**src/rtl/noc_pkg.sv**
```systemverilog
// rtl/noc_pkg.sv - shared NoC flit field widths and flit-type encodings
package noc_pkg;

    localparam int FTYPE_W    = 2;
    localparam int PORT_W     = 3;
    localparam int PORT_LSB   = FTYPE_W;
    localparam int FLIT_W_DEF = 80;

    typedef enum logic [FTYPE_W-1:0] {
        ENC_SING = 2'b00,
        ENC_HEAD = 2'b01,
        ENC_PAYL = 2'b10,
        ENC_TAIL = 2'b11
    } ftype_e;

endpackage

```
**src/rtl/noc_pkt_checker.sv**
```systemverilog
// rtl/noc_pkt_checker.sv - packet framing checker on pushed flits, sticky error
module noc_pkt_checker
    import noc_pkg::*;
(
    input  logic               clk,
    input  logic               rst,
    input  logic               push_i,
    input  logic [FTYPE_W-1:0] ftype_i,
    output logic               err_o
);

    logic open_q, open_d;
    logic err_q, err_d;

    always_comb begin
        open_d = open_q;
        err_d  = err_q;
        if (push_i) begin
            case (ftype_i)
                ENC_HEAD: begin
                    if (open_q) err_d  = 1'b1;
                    else        open_d = 1'b1;
                end
                ENC_PAYL: begin
                    if (!open_q) err_d = 1'b1;
                end
                ENC_TAIL: begin
                    if (!open_q) err_d  = 1'b1;
                    else         open_d = 1'b0;
                end
                ENC_SING: begin
                    if (open_q) err_d = 1'b1;
                end
                default: err_d = err_q;
            endcase
        end
    end

    always_ff @(posedge clk) begin
        if (rst) begin
            open_q <= 1'b0;
            err_q  <= 1'b0;
        end else begin
            open_q <= open_d;
            err_q  <= err_d;
        end
    end

    assign err_o = err_q;

endmodule

```
**src/rtl/switch_input_buffer.sv**
```systemverilog
// rtl/switch_input_buffer.sv - switch input flit FIFO feeding all allocators
// Optional framing checker enabled by SWITCH_INBUF_PKT_CHECK_EN.
module switch_input_buffer
    import noc_pkg::*;
#(
    parameter int FLIT_W  = FLIT_W_DEF,
    parameter int DEPTH   = 4,
    parameter int N_OUT   = 5,
    parameter int FTYPE_W = noc_pkg::FTYPE_W
) (
    input  logic                     clk,
    input  logic                     rst,
    input  logic [FLIT_W-1:0]        flit_in,
    input  logic                     valid_in,
    output logic                     stall_out,
    output logic [FLIT_W-1:0]        flit_out,
    output logic                     valid_out,
    input  logic [N_OUT-1:0]         nack_in,
    output logic                     overflow,
    output logic [$clog2(DEPTH):0]   count,
    output logic                     pkt_err
);

    localparam int AW = $clog2(DEPTH);
    localparam int CW = AW + 1;

    if (DEPTH < 2 || (DEPTH & (DEPTH - 1)) != 0) begin : g_bad_depth
        $error("DEPTH must be a power of two and at least 2");
    end
    if (FTYPE_W != noc_pkg::FTYPE_W) begin : g_bad_ftype
        $error("FTYPE_W must match the shared flit-type encoding width");
    end

    logic [FLIT_W-1:0] mem_q [DEPTH];
    logic [AW-1:0]     rd_ptr_q, rd_ptr_d;
    logic [AW-1:0]     wr_ptr_q, wr_ptr_d;
    logic [CW-1:0]     cnt_q, cnt_d;
    logic              overflow_q, overflow_d;
    logic              push, pop;

    assign valid_out = (cnt_q != '0);
    assign stall_out = (cnt_q == CW'(DEPTH));
    assign flit_out  = mem_q[rd_ptr_q];
    assign count     = cnt_q;
    assign overflow  = overflow_q;

    // A head no allocator claims gets no nack and drains, avoiding head-of-line lockup.
    assign push = valid_in & ~stall_out;
    assign pop  = valid_out & ~|nack_in;

    always_comb begin
        rd_ptr_d   = rd_ptr_q;
        wr_ptr_d   = wr_ptr_q;
        cnt_d      = cnt_q;
        overflow_d = overflow_q | (valid_in & stall_out);
        if (push) wr_ptr_d = wr_ptr_q + 1'b1;
        if (pop)  rd_ptr_d = rd_ptr_q + 1'b1;
        if (push && !pop)      cnt_d = cnt_q + 1'b1;
        else if (pop && !push) cnt_d = cnt_q - 1'b1;
    end

    always_ff @(posedge clk) begin
        if (rst) begin
            rd_ptr_q   <= '0;
            wr_ptr_q   <= '0;
            cnt_q      <= '0;
            overflow_q <= 1'b0;
        end else begin
            rd_ptr_q   <= rd_ptr_d;
            wr_ptr_q   <= wr_ptr_d;
            cnt_q      <= cnt_d;
            overflow_q <= overflow_d;
        end
    end

    always_ff @(posedge clk) begin
        if (push) mem_q[wr_ptr_q] <= flit_in;
    end

`ifdef SWITCH_INBUF_PKT_CHECK_EN
    noc_pkt_checker u_pkt_checker (
        .clk     (clk),
        .rst     (rst),
        .push_i  (push),
        .ftype_i (flit_in[FTYPE_W-1:0]),
        .err_o   (pkt_err)
    );
`else
    assign pkt_err = 1'b0;
`endif

endmodule

```
**config.mk**
```make
export PLATFORM = sky130hd
export DESIGN_NAME = switch_input_buffer
export DESIGN_NICKNAME = d
export VERILOG_FILES = /design/src/rtl/noc_pkg.sv /design/src/rtl/noc_pkt_checker.sv /design/src/rtl/switch_input_buffer.sv
export SDC_FILE = /design/constraint.sdc
export NUM_CORES = 1
export LEC_CHECK = 0
export CORE_ASPECT_RATIO = 1.2
export CORE_MARGIN = 2
export CORE_UTILIZATION = 46
export DETAILED_ROUTE_END_ITERATION = 10
export PLACE_DENSITY = 0.76
export REMOVE_ABC_BUFFERS = 1
export SYNTH_ARGS = -nofsm -noshare
export SYNTH_HDL_FRONTEND = slang
export SYNTH_SLANG_ARGS = --single-unit
```
**constraint.sdc**
```tcl
create_clock -name clk -period 8.18 [get_ports clk]
set_input_delay 0.818 -clock clk [delete_from_list [all_inputs] [get_ports clk]]
set_output_delay 0.818 -clock clk [all_outputs]
set_load 0.01 [all_outputs]
```
==> flow_metrics.py <==
metrics = {
    "power_and_ir_drop": {
        "worst_ir_drop_vdd_mv": 0.1660,
        "p_per_area_nw_per_um2": 249.6,
        "p_leak_nw": 4.762,
        "p_total_mw": 3.772,
    },
    "floorplanning": {
        "die-area_sq_um": 27490,
        "ios": 175,
        "die_h_um": 181.2,
        "core.rowCount": 64,
        "start_util_pct": 46.98,
        "dieWidth_um": 151.7,
        "core_area_sq_um": 25620,
    },
    "clocking": {
        "cts_tree": "built",
        "postCtsHoldBufs": 0,
        "clkSinkCount": 330,
        "clk_path_buf_depth": 3,
        "cts_buffers": 31,
        "ctsHtreeMaxLevel": 1,
        "post-cts-setup-buffers": 0,
        "cts_root_buf": "clkbuf_16",
        "path_clk_slew_ps": 70,
        "cts_resized": 0,
        "clk-insertion-delay-late_ps": 560,
    },
    "synthesis": {
        "ys.warnings.count": 0,
        "synth_top_cell_by_area": "edfxtp_1",
        "synth_top_area_share_pct": 79.82,
        "synth_area_sq_um": 12040,
        "avgSynthCellArea_sq_um": 25.19,
        "synthCells": 478,
        "yosysSeqAreaShare_pct": 81.48,
        "ys_async_sr_fraction_pct": 0,
        "synth_edf_count": 320,
        "synth.most_common_cell": "edfxtp_1",
        "ys_ff_latch": 330,
        "yosys-top-cells-area": "edfxtp_1 80%, mux4_2 15%, dfxtp_1 1.7%",
        "synth-main-ff-cell": "edfxtp_1",
        "yosys-top-cells-count": "320 x edfxtp_1, 80 x mux4_2, 10 x clkbuf_1, 10 x dfxtp_1, 8 x buf_2",
        "ys_types": 29,
    },
    "finish": {
        "fin_cells": 1025,
        "syn_to_final_growth_pct": 25.55,
        "final_util_pct": 58.98,
        "fin_nets": 763,
        "drive_gt1_share_pct": 20.03,
    },
    "sta": {
        "skew_ps": 26.83,
        "whs_ps": 487.5,
        "worst_pin_slew_ps": 848.2,
        "finalSetupViolCount": 0,
        "fmax_mhz": 236.3,
        "slew_viol_final": 0,
        "hold_violations": 0,
        "finalSetupTns_ps": 0,
        "period_share_pct": 51.73,
        "min_period_ps": 4231,
        "rsz0062_at_grt": "no",
        "max-slew-margin-rel_pct": 43.45,
    },
    "placement": {
        "dp.cells": 966,
        "dp_hpwl_um": 13420,
        "portBuffers": 173,
        "gp_congestion": 0.7183,
    },
    "critical_path": {
        "worstPathArrival_ps": 3410,
        "crit_path_start_kind": "flip-flop",
        "cp_max_fo": 42,
        "reg2reg_slack_ps": 5800,
        "crit_type": "flip-flop to primary output",
        "crit_path_end_kind": "primary output",
        "critPathRequiredTime_ps": 7360,
    },
    "drt": {
        "detail-route-antenna-nets": 0,
        "wl_um": 22310,
        "drc_errors": 0,
        "first_pass_iters": 8,
        "vias": 5501,
        "drt_first_iter_violations": 239,
        "detail_route.vias_per_cell": 5.367,
        "post_drt_wl_per_cell_um": 21.77,
    },
    "global_routing": {
        "grt_max_degree": 47,
        "grt_antenna_before_repair": 3,
        "grt_pass1_vias": 6114,
        "grtUsageTotal_pct": 16.47,
        "overflow": 0,
        "grt_pass1_wl_um": 34280,
    },
    "run": {
        "drv_cap": 0,
    },
    "min_path": {
        "hold_path.class": "flip-flop to flip-flop",
    },
    "run_status": {
        "outcome": "finished, final reports clean",
    },
}
cells by family after synthesis:
family                     after synthesis  synth area share, %
AOI/OAI and AO/OA                        7               0.2910
xor gates and xnor gates                 2               0.1455
adders and majority gates                6               0.6859
buffers and inverters                   27               0.9873
DFF                                    330                81.48
muxes                                   84                15.33
other                                    1              0.03115
and+or+nand+nor                         21                1.050
stage by stage:
stage	cell area [sq um]	worst slack, ps
final	15110	3949
after global routing	15110	3616
after CTS	15110	3807
after detailed placement	14160	4390
after global placement	14160	4427
after floorplan	11940	3307
power breakdown:
group          leakage (nW)  total (mW)  switching, mW  internal, mW
Combinational          1.28       0.415          0.195         0.220
Clock                 0.467        1.33          0.577         0.758
Sequential             3.02        2.02         0.0337          1.99
flip-flops by register name (all words and copies together), names as in the netlist, named ones only:
name and cells:
rd_ptr_q 2, mem_q 320, wr_ptr_q 2, overflow 1, count 3
critical path, cell delays in order, from the launching register on:
cell and delay [ps]:
dfxtp_4 870, buf_4 800, mux4_2 620, clkdlybuf4s50_1 510
layer usage:
metal | vias up | wire (um) | global-route usage, %
met5 | - | 21 | 0
met1 | 2871 | 8836 | 20.71
met2 | 166 | 11340 | 28.05
li1 | 2416 | - | -
met3 | 44 | 1603 | 4.596
met4 | 4 | 510 | 4.630
layout make-up:
cell class,instances,area (sq um)
Fill cell,1803,10510
Sequential cell,330,9817
Multi-Input combinational cell,121,2131
Timing Repair Buffer,179,1777
Clock buffer,39,805.8
Tap cell,330,412.9
Clock inverter,19,146.4
Inverter,6,22.52
Antenna cell,1,2.502
placed cells by master (no fill, tap or decap), types with 3 or more instances in the layout:
| cell type | n |
|---|---|
| a21oi_1 | 4 |
| ha_1 | 5 |
| clkinv_2 | 7 |
| clkbuf_16 | 31 |
| nor2_1 | 6 |
| dfxtp_1 | 8 |
| mux4_2 | 80 |
| inv_1 | 6 |
| o21ai_0 | 3 |
| buf_4 | 6 |
| and3_4 | 4 |
| clkinv_1 | 7 |
| clkdlybuf4s50_1 | 173 |
| clkbuf_1 | 8 |
| edfxtp_1 | 320 |
path summary, 6_finish.rpt:
path                                            start                     end  depth (start not counted)
worst max-delay path                        flip-flop            flit_out[79]                          3
worst min-delay path              overflow$_SDFF_PP0_     overflow$_SDFF_PP0_                          2
worst max register to register  count[0]$_SDFFE_PP0P_  mem_q[2][34]$_DFFE_PP_                          3
worst min register to register    overflow$_SDFF_PP0_     overflow$_SDFF_PP0_                          2
No activity file was read; power rests on OpenSTA's default activity.
